File: src/rtl/matrix_inverse_seq.sv
// Sequential Gauss-Jordan inverse of an NxN signed fixed-point matrix, one element op per cycle.
// Optional partial pivoting (row swap on zero pivot) is enabled by MATRIX_INVERSE_SEQ_PIVOT_SWAP_EN.
module matrix_inverse_seq #(
  parameter int unsigned N    = 5,
  parameter int unsigned W    = 16,
  parameter int unsigned FRAC = 8
) (
  input  logic         clk,
  input  logic         reset,
  input  logic         in_valid,
  output logic         in_ready,
  input  logic [W-1:0] in_data,
  output logic         out_valid,
  input  logic         out_ready,
  output logic [W-1:0] out_data,
  output logic         out_last,
  output logic         singular,
  output logic         busy
);

  localparam int unsigned IW = $clog2(N);
  localparam int unsigned JW = $clog2(2 * N);
  localparam int unsigned W2 = 2 * W;
  localparam int unsigned QB = 2 * FRAC + 1;
  localparam int unsigned CW = $clog2(QB);

  localparam logic [IW-1:0] LAST_I = IW'(N - 1);
  localparam logic [JW-1:0] LAST_J = JW'(2 * N - 1);
  localparam logic [JW-1:0] N_J    = JW'(N);
  localparam logic [CW-1:0] QB_TOP = CW'(QB - 1);

  localparam logic signed [W-1:0]  ONE     = {{(W-1){1'b0}}, 1'b1} << FRAC;
  localparam logic signed [W2-1:0] SAT_MAX = {{(W+1){1'b0}}, {(W-1){1'b1}}};
  localparam logic signed [W2-1:0] SAT_MIN = {{(W+1){1'b1}}, {(W-1){1'b0}}};

  typedef enum logic [2:0] {
    S_LOAD,
    S_RECIP,
    S_NORM,
    S_ELIM,
    S_OUT,
`ifdef MATRIX_INVERSE_SEQ_PIVOT_SWAP_EN
    S_SWAP,
`endif
    S_ERR
  } state_e;

  function automatic logic signed [W-1:0] sat_w(input logic signed [W2-1:0] v);
    if (v > SAT_MAX) return SAT_MAX[W-1:0];
    if (v < SAT_MIN) return SAT_MIN[W-1:0];
    return v[W-1:0];
  endfunction

  function automatic logic signed [W-1:0] mul_sh(input logic signed [W-1:0] a,
                                                 input logic signed [W-1:0] b);
    logic signed [W2-1:0] p;
    p = W2'(a) * W2'(b);
    return sat_w(p >>> FRAC);
  endfunction

  function automatic logic signed [W-1:0] sub_sat(input logic signed [W-1:0] a,
                                                  input logic signed [W-1:0] b);
    return sat_w(W2'(a) - W2'(b));
  endfunction

  state_e              state_q;
  logic [IW-1:0]       row_q, col_q, k_q, i_q;
  logic [JW-1:0]       j_q;
  logic signed [W-1:0] f_q, recip_q;
  logic                div_busy_q, div_neg_q;
  logic [CW-1:0]       div_cnt_q;
  logic [W-1:0]        div_rem_q, div_dvs_q;
  logic [QB-2:0]       div_quo_q;
  logic                in_ready_q, out_valid_q, out_last_q, singular_q, busy_q;
  logic [W-1:0]        out_data_q;

  logic signed [W-1:0] a_q [N][N];
  logic signed [W-1:0] x_q [N][N];

  logic                 ld_fire_c, ld_last_c, rc_last_col_c;
  logic [IW-1:0]        rc_row_nx_c, rc_col_nx_c, col_c, i_first_c, i_nx_c, i_p1_c;
  logic                 is_a_c, elim_last_row_c;
  logic signed [W-1:0]  piv_c, prow_c, tgt_c, f_c, nrm_c, elim_c, recip_c;
  logic                 piv_zero_c, piv_neg_c, div_ge_c;
  logic [W-1:0]         piv_mag_c, rem_nx_c;
  logic [W:0]           rem_sh_c;
  logic [QB-1:0]        quo_nx_c;
  logic signed [W2-1:0] quo_s_c;

  assign in_ready  = in_ready_q;
  assign out_valid = out_valid_q;
  assign out_data  = out_data_q;
  assign out_last  = out_last_q;
  assign singular  = singular_q;
  assign busy      = busy_q;

  // Shared row-major walker, element datapath and restoring-divider step.
  always_comb begin
    ld_fire_c     = (state_q == S_LOAD) && in_valid && in_ready_q;
    rc_last_col_c = (col_q == LAST_I);
    ld_last_c     = ld_fire_c && rc_last_col_c && (row_q == LAST_I);
    rc_col_nx_c   = rc_last_col_c ? '0 : col_q + IW'(1);
    rc_row_nx_c   = rc_last_col_c ? row_q + IW'(1) : row_q;

    is_a_c = (j_q < N_J);
    col_c  = is_a_c ? IW'(j_q) : IW'(j_q - N_J);
    prow_c = is_a_c ? a_q[k_q][col_c] : x_q[k_q][col_c];
    tgt_c  = is_a_c ? a_q[i_q][col_c] : x_q[i_q][col_c];
    f_c    = (j_q == '0) ? a_q[i_q][k_q] : f_q;
    nrm_c  = mul_sh(prow_c, recip_q);
    elim_c = sub_sat(tgt_c, mul_sh(f_c, prow_c));

    i_first_c       = (k_q == '0) ? IW'(1) : '0;
    i_p1_c          = i_q + IW'(1);
    i_nx_c          = (i_p1_c == k_q) ? i_p1_c + IW'(1) : i_p1_c;
    elim_last_row_c = (i_q == LAST_I) || ((i_p1_c == LAST_I) && (k_q == LAST_I));

    piv_c      = a_q[k_q][k_q];
    piv_zero_c = (piv_c == '0);
    piv_neg_c  = piv_c[W-1];
    piv_mag_c  = piv_neg_c ? -piv_c : piv_c;

    // Dividend is the constant 1<<2*FRAC, so only its MSB shifts in as a one.
    rem_sh_c = {div_rem_q, (div_cnt_q == QB_TOP)};
    div_ge_c = (rem_sh_c >= {1'b0, div_dvs_q});
    rem_nx_c = div_ge_c ? W'(rem_sh_c - {1'b0, div_dvs_q}) : W'(rem_sh_c);
    quo_nx_c = {div_quo_q, div_ge_c};
    quo_s_c  = W2'(quo_nx_c);
    recip_c  = sat_w(div_neg_q ? -quo_s_c : quo_s_c);
  end

`ifdef MATRIX_INVERSE_SEQ_PIVOT_SWAP_EN
  logic [IW-1:0] swap_r_q;
  logic [IW-1:0] sw_row_c;
  logic          sw_found_c;

  // First row below k with a nonzero entry in column k.
  always_comb begin
    sw_found_c = 1'b0;
    sw_row_c   = '0;
    for (int r = int'(N) - 1; r >= 1; r--) begin
      if ((IW'(r) > k_q) && (a_q[IW'(r)][k_q] != '0)) begin
        sw_found_c = 1'b1;
        sw_row_c   = IW'(r);
      end
    end
  end
`endif

  // Matrix storage: written only by the active phase, never reset.
  always_ff @(posedge clk) begin
    if (!reset) begin
      if (ld_fire_c) a_q[row_q][col_q] <= in_data;
      if (ld_last_c) begin
        for (int r = 0; r < int'(N); r++) begin
          for (int c = 0; c < int'(N); c++) begin
            x_q[IW'(r)][IW'(c)] <= (r == c) ? ONE : '0;
          end
        end
      end
      if (state_q == S_NORM) begin
        if (is_a_c) a_q[k_q][col_c] <= nrm_c;
        else        x_q[k_q][col_c] <= nrm_c;
      end
      if (state_q == S_ELIM) begin
        if (is_a_c) a_q[i_q][col_c] <= elim_c;
        else        x_q[i_q][col_c] <= elim_c;
      end
`ifdef MATRIX_INVERSE_SEQ_PIVOT_SWAP_EN
      if (state_q == S_SWAP) begin
        if (is_a_c) begin
          a_q[k_q][col_c]      <= a_q[swap_r_q][col_c];
          a_q[swap_r_q][col_c] <= a_q[k_q][col_c];
        end else begin
          x_q[k_q][col_c]      <= x_q[swap_r_q][col_c];
          x_q[swap_r_q][col_c] <= x_q[k_q][col_c];
        end
      end
`endif
    end
  end

  // Control FSM with registered handshake and status outputs.
  always_ff @(posedge clk) begin
    if (reset) begin
      state_q     <= S_LOAD;
      row_q       <= '0;
      col_q       <= '0;
      k_q         <= '0;
      i_q         <= '0;
      j_q         <= '0;
      f_q         <= '0;
      recip_q     <= '0;
      div_busy_q  <= 1'b0;
      div_neg_q   <= 1'b0;
      div_cnt_q   <= '0;
      div_rem_q   <= '0;
      div_dvs_q   <= '0;
      div_quo_q   <= '0;
      in_ready_q  <= 1'b1;
      out_valid_q <= 1'b0;
      out_data_q  <= '0;
      out_last_q  <= 1'b0;
      singular_q  <= 1'b0;
      busy_q      <= 1'b0;
`ifdef MATRIX_INVERSE_SEQ_PIVOT_SWAP_EN
      swap_r_q    <= '0;
`endif
    end else begin
      case (state_q)
        S_LOAD: begin
          if (ld_fire_c) begin
            singular_q <= 1'b0;
            row_q      <= rc_row_nx_c;
            col_q      <= rc_col_nx_c;
            if (ld_last_c) begin
              row_q      <= '0;
              k_q        <= '0;
              div_busy_q <= 1'b0;
              in_ready_q <= 1'b0;
              busy_q     <= 1'b1;
              state_q    <= S_RECIP;
            end
          end
        end
        S_RECIP: begin
          if (!div_busy_q) begin
            if (piv_zero_c) begin
`ifdef MATRIX_INVERSE_SEQ_PIVOT_SWAP_EN
              if (sw_found_c) begin
                swap_r_q <= sw_row_c;
                j_q      <= '0;
                state_q  <= S_SWAP;
              end else begin
                singular_q <= 1'b1;
                state_q    <= S_ERR;
              end
`else
              singular_q <= 1'b1;
              state_q    <= S_ERR;
`endif
            end else begin
              div_busy_q <= 1'b1;
              div_cnt_q  <= QB_TOP;
              div_rem_q  <= '0;
              div_quo_q  <= '0;
              div_dvs_q  <= piv_mag_c;
              div_neg_q  <= piv_neg_c;
            end
          end else begin
            div_rem_q <= rem_nx_c;
            div_quo_q <= quo_nx_c[QB-2:0];
            div_cnt_q <= div_cnt_q - CW'(1);
            if (div_cnt_q == '0) begin
              recip_q    <= recip_c;
              div_busy_q <= 1'b0;
              j_q        <= '0;
              state_q    <= S_NORM;
            end
          end
        end
        S_NORM: begin
          if (j_q == LAST_J) begin
            j_q     <= '0;
            i_q     <= i_first_c;
            state_q <= S_ELIM;
          end else begin
            j_q <= j_q + JW'(1);
          end
        end
        S_ELIM: begin
          if (j_q == '0) f_q <= f_c;
          if (j_q == LAST_J) begin
            j_q <= '0;
            if (elim_last_row_c) begin
              if (k_q == LAST_I) begin
                row_q   <= '0;
                col_q   <= '0;
                state_q <= S_OUT;
              end else begin
                k_q     <= k_q + IW'(1);
                state_q <= S_RECIP;
              end
            end else begin
              i_q <= i_nx_c;
            end
          end else begin
            j_q <= j_q + JW'(1);
          end
        end
        S_OUT: begin
          if (!out_valid_q) begin
            out_valid_q <= 1'b1;
            out_data_q  <= x_q[0][0];
            out_last_q  <= 1'b0;
          end else if (out_ready) begin
            if (out_last_q) begin
              out_valid_q <= 1'b0;
              out_last_q  <= 1'b0;
              out_data_q  <= '0;
              row_q       <= '0;
              col_q       <= '0;
              in_ready_q  <= 1'b1;
              busy_q      <= 1'b0;
              state_q     <= S_LOAD;
            end else begin
              row_q      <= rc_row_nx_c;
              col_q      <= rc_col_nx_c;
              out_data_q <= x_q[rc_row_nx_c][rc_col_nx_c];
              out_last_q <= (rc_row_nx_c == LAST_I) && (rc_col_nx_c == LAST_I);
            end
          end
        end
`ifdef MATRIX_INVERSE_SEQ_PIVOT_SWAP_EN
        S_SWAP: begin
          if (j_q == LAST_J) begin
            j_q        <= '0;
            div_busy_q <= 1'b0;
            state_q    <= S_RECIP;
          end else begin
            j_q <= j_q + JW'(1);
          end
        end
`endif
        S_ERR: begin
          row_q      <= '0;
          col_q      <= '0;
          in_ready_q <= 1'b1;
          busy_q     <= 1'b0;
          state_q    <= S_LOAD;
        end
        default: state_q <= S_LOAD;
      endcase
    end
  end

endmodule

File: config.mk
export PLATFORM = sky130hd
export DESIGN_NAME = matrix_inverse_seq
export DESIGN_NICKNAME = d
export VERILOG_FILES = /design/src/rtl/matrix_inverse_seq.sv
export SDC_FILE = /design/constraint.sdc
export NUM_CORES = 2
export LEC_CHECK = 0
export BUFFER_PORTS_ARGS = -buffer_cell sky130_fd_sc_hd__buf_2
export CORE_ASPECT_RATIO = 1.2
export CORE_MARGIN = 4
export CORE_UTILIZATION = 30
export DETAILED_ROUTE_END_ITERATION = 12
export PLACE_DENSITY = 0.5
export SKIP_CTS_REPAIR_TIMING = 1
export SLEW_MARGIN = 20
export SYNTH_ARGS = -nofsm -noshare
export SYNTH_HDL_FRONTEND = slang
export SYNTH_SLANG_ARGS = --single-unit
File: constraint.sdc
create_clock -name clk -period 32.6 [get_ports clk]
set_input_delay 3.26 -clock clk [delete_from_list [all_inputs] [get_ports clk]]
set_output_delay 3.26 -clock clk [all_outputs]
set_load 0.02 [all_outputs]
==> impl_metrics.env <==
export IMPL_status="complete, no violations"
export IMPL_ys_dominant_reg_cell="sky130_fd_sc_hd__edfxtp_1"
export IMPL_placementRows=215
export IMPL_routed_via_count=65562
export IMPL_die_h_um=596
export IMPL_cts_num_sinks=1173
export IMPL_end_of_the_worst_register_to_register_path="x_q[7][68]$_DFFE_PP_"
export IMPL_tritoncts="built"
export IMPL_synthToLayoutAreaGrowth_pct=11.2
export IMPL_synthArstFlopShare_pct=0
export IMPL_maximum_number_of_pins_on_one_net_before_global_route_repair=161
export IMPL_synth_seq_cells=1173
export IMPL_count_of_nets_left_with_antenna_violations_after_detail_routing=0
export IMPL_cap_violations=0
export IMPL_ys_seq_area_share_pct=39.2
export IMPL_post_route_cells_drive_above_1_share_pct=16.6
export IMPL_total_nets_after_synthesis=8298
export IMPL_syn_area_um2=86400
export IMPL_hold_violations=0
export IMPL_max_slew_worst_pin_slew_ps=1250
export IMPL_via_per_inst=5.78
export IMPL_avgSynthCellArea_um2=11.5
export IMPL_gp_congestion=0.951
export IMPL_synth_top_area_cells="sky130_fd_sc_hd__edfxtp_1 (36%), sky130_fd_sc_hd__mux4_2 (14%), sky130_fd_sc_hd__fa_1 (12%)"
export IMPL_worstSkewPairLatency_ps=830
export IMPL_drcViolationCount=0
export IMPL_wirelength_um=348000
export IMPL_stdcell_area_um2=96100
export IMPL_grt_antenna_before_repair=17
export IMPL_synth_warnings=0
export IMPL_gr_usage_all_layers_pct=23.0
export IMPL_layoutNonFillerInstCount=11345
export IMPL_port_buffers=40
export IMPL_fin_skew_ps=51.1
export IMPL_worst_setup_hold_path_clk_slew_ps=60
export IMPL_syn_instance_count=7546
export IMPL_slowest_stage_delay_cp_ps=860
export IMPL_timing_hold_worst_class="reg2reg"
export IMPL_clk_root_buffer_cell="sky130_fd_sc_hd__clkbuf_16"
export IMPL_place_inst=11088
export IMPL_final_min_clock_period_ps=16900
export IMPL_rsz0062_at_grt="no"
export IMPL_crit_path_start_kind="flip-flop"
export IMPL_io_pins=41
export IMPL_floorplan_initialDensity_pct=30.2
export IMPL_drt_pass1_iter_count=7
export IMPL_floorplan_die_width_um=498
export IMPL_number_of_distinct_library_cell_variants_in_the_gate_level_netlist_after_synthesis=86
export IMPL_final_net_count=8181
export IMPL_fp_dieArea_um2=297000
export IMPL_critPathBufInv=11
export IMPL_timing_final_setup_violations=0
export IMPL_synth_largest_area_cell="sky130_fd_sc_hd__edfxtp_1"
export IMPL_overflow=0
export IMPL_fin_setup_tns_ps=0
export IMPL_synth_edf_count=1040
export IMPL_crit_end_category="flip-flop"
export IMPL_critical_path_slowest_cell="sky130_fd_sc_hd__dfxtp_4"
export IMPL_synthDominantCellAreaShare_pct=36.1
export IMPL_fillCellCount=28581
export IMPL_core_area_um2=286000
export IMPL_grt_pass1_wl_um=495000
export IMPL_worst_slack_ps=15700
export IMPL_fin_crit_sh_pct=51.8
export IMPL_worst_setup_path_type="reg2reg"
export IMPL_path_delay_family="compound AO/OA/AOI/OAI gates"
export IMPL_setup_reg_to_reg_worst_slack_ps=15700
export IMPL_placement_setup_worst_slack_ps=15420
export IMPL_htreeDepth=4
export IMPL_worstSetupEndpoint="x_q[7][68]$_DFFE_PP_"
export IMPL_detailed_place_hpwl_um=235000
export IMPL_tritoncts_num_buffers=134
export IMPL_drt_first_iter_violations=7738
export IMPL_worst_r2r_path_depth=46
export IMPL_clk_path_buf_depth=3
export IMPL_cp_data_required_time_ps=33060
export IMPL_critical_path_max_fanout=36
export IMPL_slew_limit_headroom_pct=15.8
export IMPL_dpl_instance_area_um2=91700
export IMPL_max_clock_freq_mhz=59.2
export IMPL_worst_endpoint_data_arrival_time_ps=17360
export IMPL_grt_pass1_vias=66763
export IMPL_avgRoutedWirePerCell_um=30.7
export IMPL_path_depth=46
export IMPL_finalMaxSlewViolations=0
registers in the layout, summed over array words and instances, names as in the netlist, 3 cells and up, named ones only:
signal	cells
col_q	3
state_q	3
div_quo_q	16
div_dvs_q	16
j_q	4
k_q	3
row_q	3
div_rem_q	16
i_q	3
recip_q	16
a_q	400
f_q	16
div_cnt_q	5
x_q	640
out_data	16
final cells by class:
type	count	area [um2]	area share, %
Multi-Input combinational cell	5182	48500	50.4
Inverter	658	2480	2.58
Antenna cell	12	30.0	0.0312
Tap cell	3797	4750	4.94
Clock inverter	72	742	0.772
Clock buffer	171	3620	3.76
Timing Repair Buffer	280	2120	2.21
Sequential cell	1173	33900	35.3
cells by family after synthesis:
group	Yosys count	share of synthesized area, %
AO/OA/AOI/OAI	1084	8.76
XOR/XNOR	124	1.26
adder cells (fa/ha/maj)	732	15.2
buffers and inverters	1191	5.47
flip-flops	1173	39.2
multiplexers	863	18.0
AND/OR/NAND/NOR	2379	12.1
cells in the mapped netlist, types with 23 or more instances:
cell type	number
sky130_fd_sc_hd__and3_1	82
sky130_fd_sc_hd__ha_1	207
sky130_fd_sc_hd__nand2b_1	64
sky130_fd_sc_hd__buf_2	58
sky130_fd_sc_hd__a32oi_1	23
sky130_fd_sc_hd__nand4_1	32
sky130_fd_sc_hd__nand3_1	184
sky130_fd_sc_hd__nand2_1	953
sky130_fd_sc_hd__mux2i_1	252
sky130_fd_sc_hd__mux2_2	64
sky130_fd_sc_hd__o21ai_0	188
sky130_fd_sc_hd__mux4_2	547
sky130_fd_sc_hd__inv_1	643
sky130_fd_sc_hd__fa_1	525
sky130_fd_sc_hd__o22ai_1	52
sky130_fd_sc_hd__nor2b_1	71
sky130_fd_sc_hd__edfxtp_1	1040
sky130_fd_sc_hd__dfxtp_1	133
sky130_fd_sc_hd__a22oi_1	95
sky130_fd_sc_hd__a211oi_1	56
sky130_fd_sc_hd__buf_4	26
sky130_fd_sc_hd__a311oi_1	97
sky130_fd_sc_hd__a21oi_1	200
sky130_fd_sc_hd__buf_1	70
sky130_fd_sc_hd__nor2_1	698
sky130_fd_sc_hd__and2_1	127
sky130_fd_sc_hd__clkbuf_1	367
sky130_fd_sc_hd__nor3_1	81
sky130_fd_sc_hd__xnor2_1	82
sky130_fd_sc_hd__xor2_1	42
sky130_fd_sc_hd__a21o_1	63
sky130_fd_sc_hd__o21a_1	32
sky130_fd_sc_hd__a31oi_1	58
worst reg2reg max path, delay by kind of cell (launching register included):
kind | cells | cell delay, ps
flops | 1 | 860
simple gates | 7 | 2300
buf+inv | 11 | 4020
xor+xnor | 1 | 180
compound gates | 17 | 4570
fa+ha+maj | 8 | 4080
mux | 2 | 530
layer usage:
layer  track usage, %  up-vias  part of all wire, %
met1             27.9    34038                   37
met5                0        -               0.0034
met3             4.08      860                  8.1
met4             16.3        2                  8.4
li1                 -    27113                    -
met2             37.2     3549                   47
cell usage in the layout (no fill, tap or decap), drive strengths merged, types with 16 or more instances in the layout:
cell type / count
nor4: 22
o211ai: 17
nor3: 82
a22oi: 95
mux2i: 252
a221oi: 21
o2111ai: 16
and3: 82
xor2: 42
a21oi: 200
or3: 20
ha: 207
mux2: 64
o22ai: 52
nor2b: 71
edfxtp: 1040
fa: 525
a21o: 63
nor2: 698
mux4: 547
inv: 661
dfxtp: 133
buf: 280
nand4: 32
and2: 127
clkbuf: 171
nand3: 184
o21a: 32
a32oi: 23
xnor2: 82
nand2: 954
o31ai: 17
nand2b: 64
a211oi: 70
o21ai: 196
a311oi: 99
clkinv: 55
o221ai: 19
a31oi: 58
metrics by stage:
step | utilization [%] | hold WS (ps)
floorplan | - | 450
global placement | 32.0 | 458
detailed placement | 32.0 | 471
CTS | 33.5 | 480
global route | 33.6 | 520
finish | 33.6 | 479
worst min-delay path by stage:
stage	start	end	slack, ps	cells past startpoint
2_1_floorplan	div_rem_q[15]$_SDFFE_PP0P_	div_rem_q[15]$_SDFFE_PP0P_	450	2
3_3_place_gp	div_rem_q[15]$_SDFFE_PP0P_	div_rem_q[15]$_SDFFE_PP0P_	460	2
3_5_place_dp	div_rem_q[15]$_SDFFE_PP0P_	div_rem_q[15]$_SDFFE_PP0P_	470	2
4_1_cts	div_rem_q[15]$_SDFFE_PP0P_	div_rem_q[15]$_SDFFE_PP0P_	480	2
5_1_grt	out_data[13]$_SDFFE_PP0P_	out_data[13]$_SDFFE_PP0P_	520	2
6_report	div_rem_q[15]$_SDFFE_PP0P_	div_rem_q[15]$_SDFFE_PP0P_	480	2
Power is left out: the tool's default activity adds up to more than one toggle a clock period on the data nets, which glitch-free logic cannot reach.
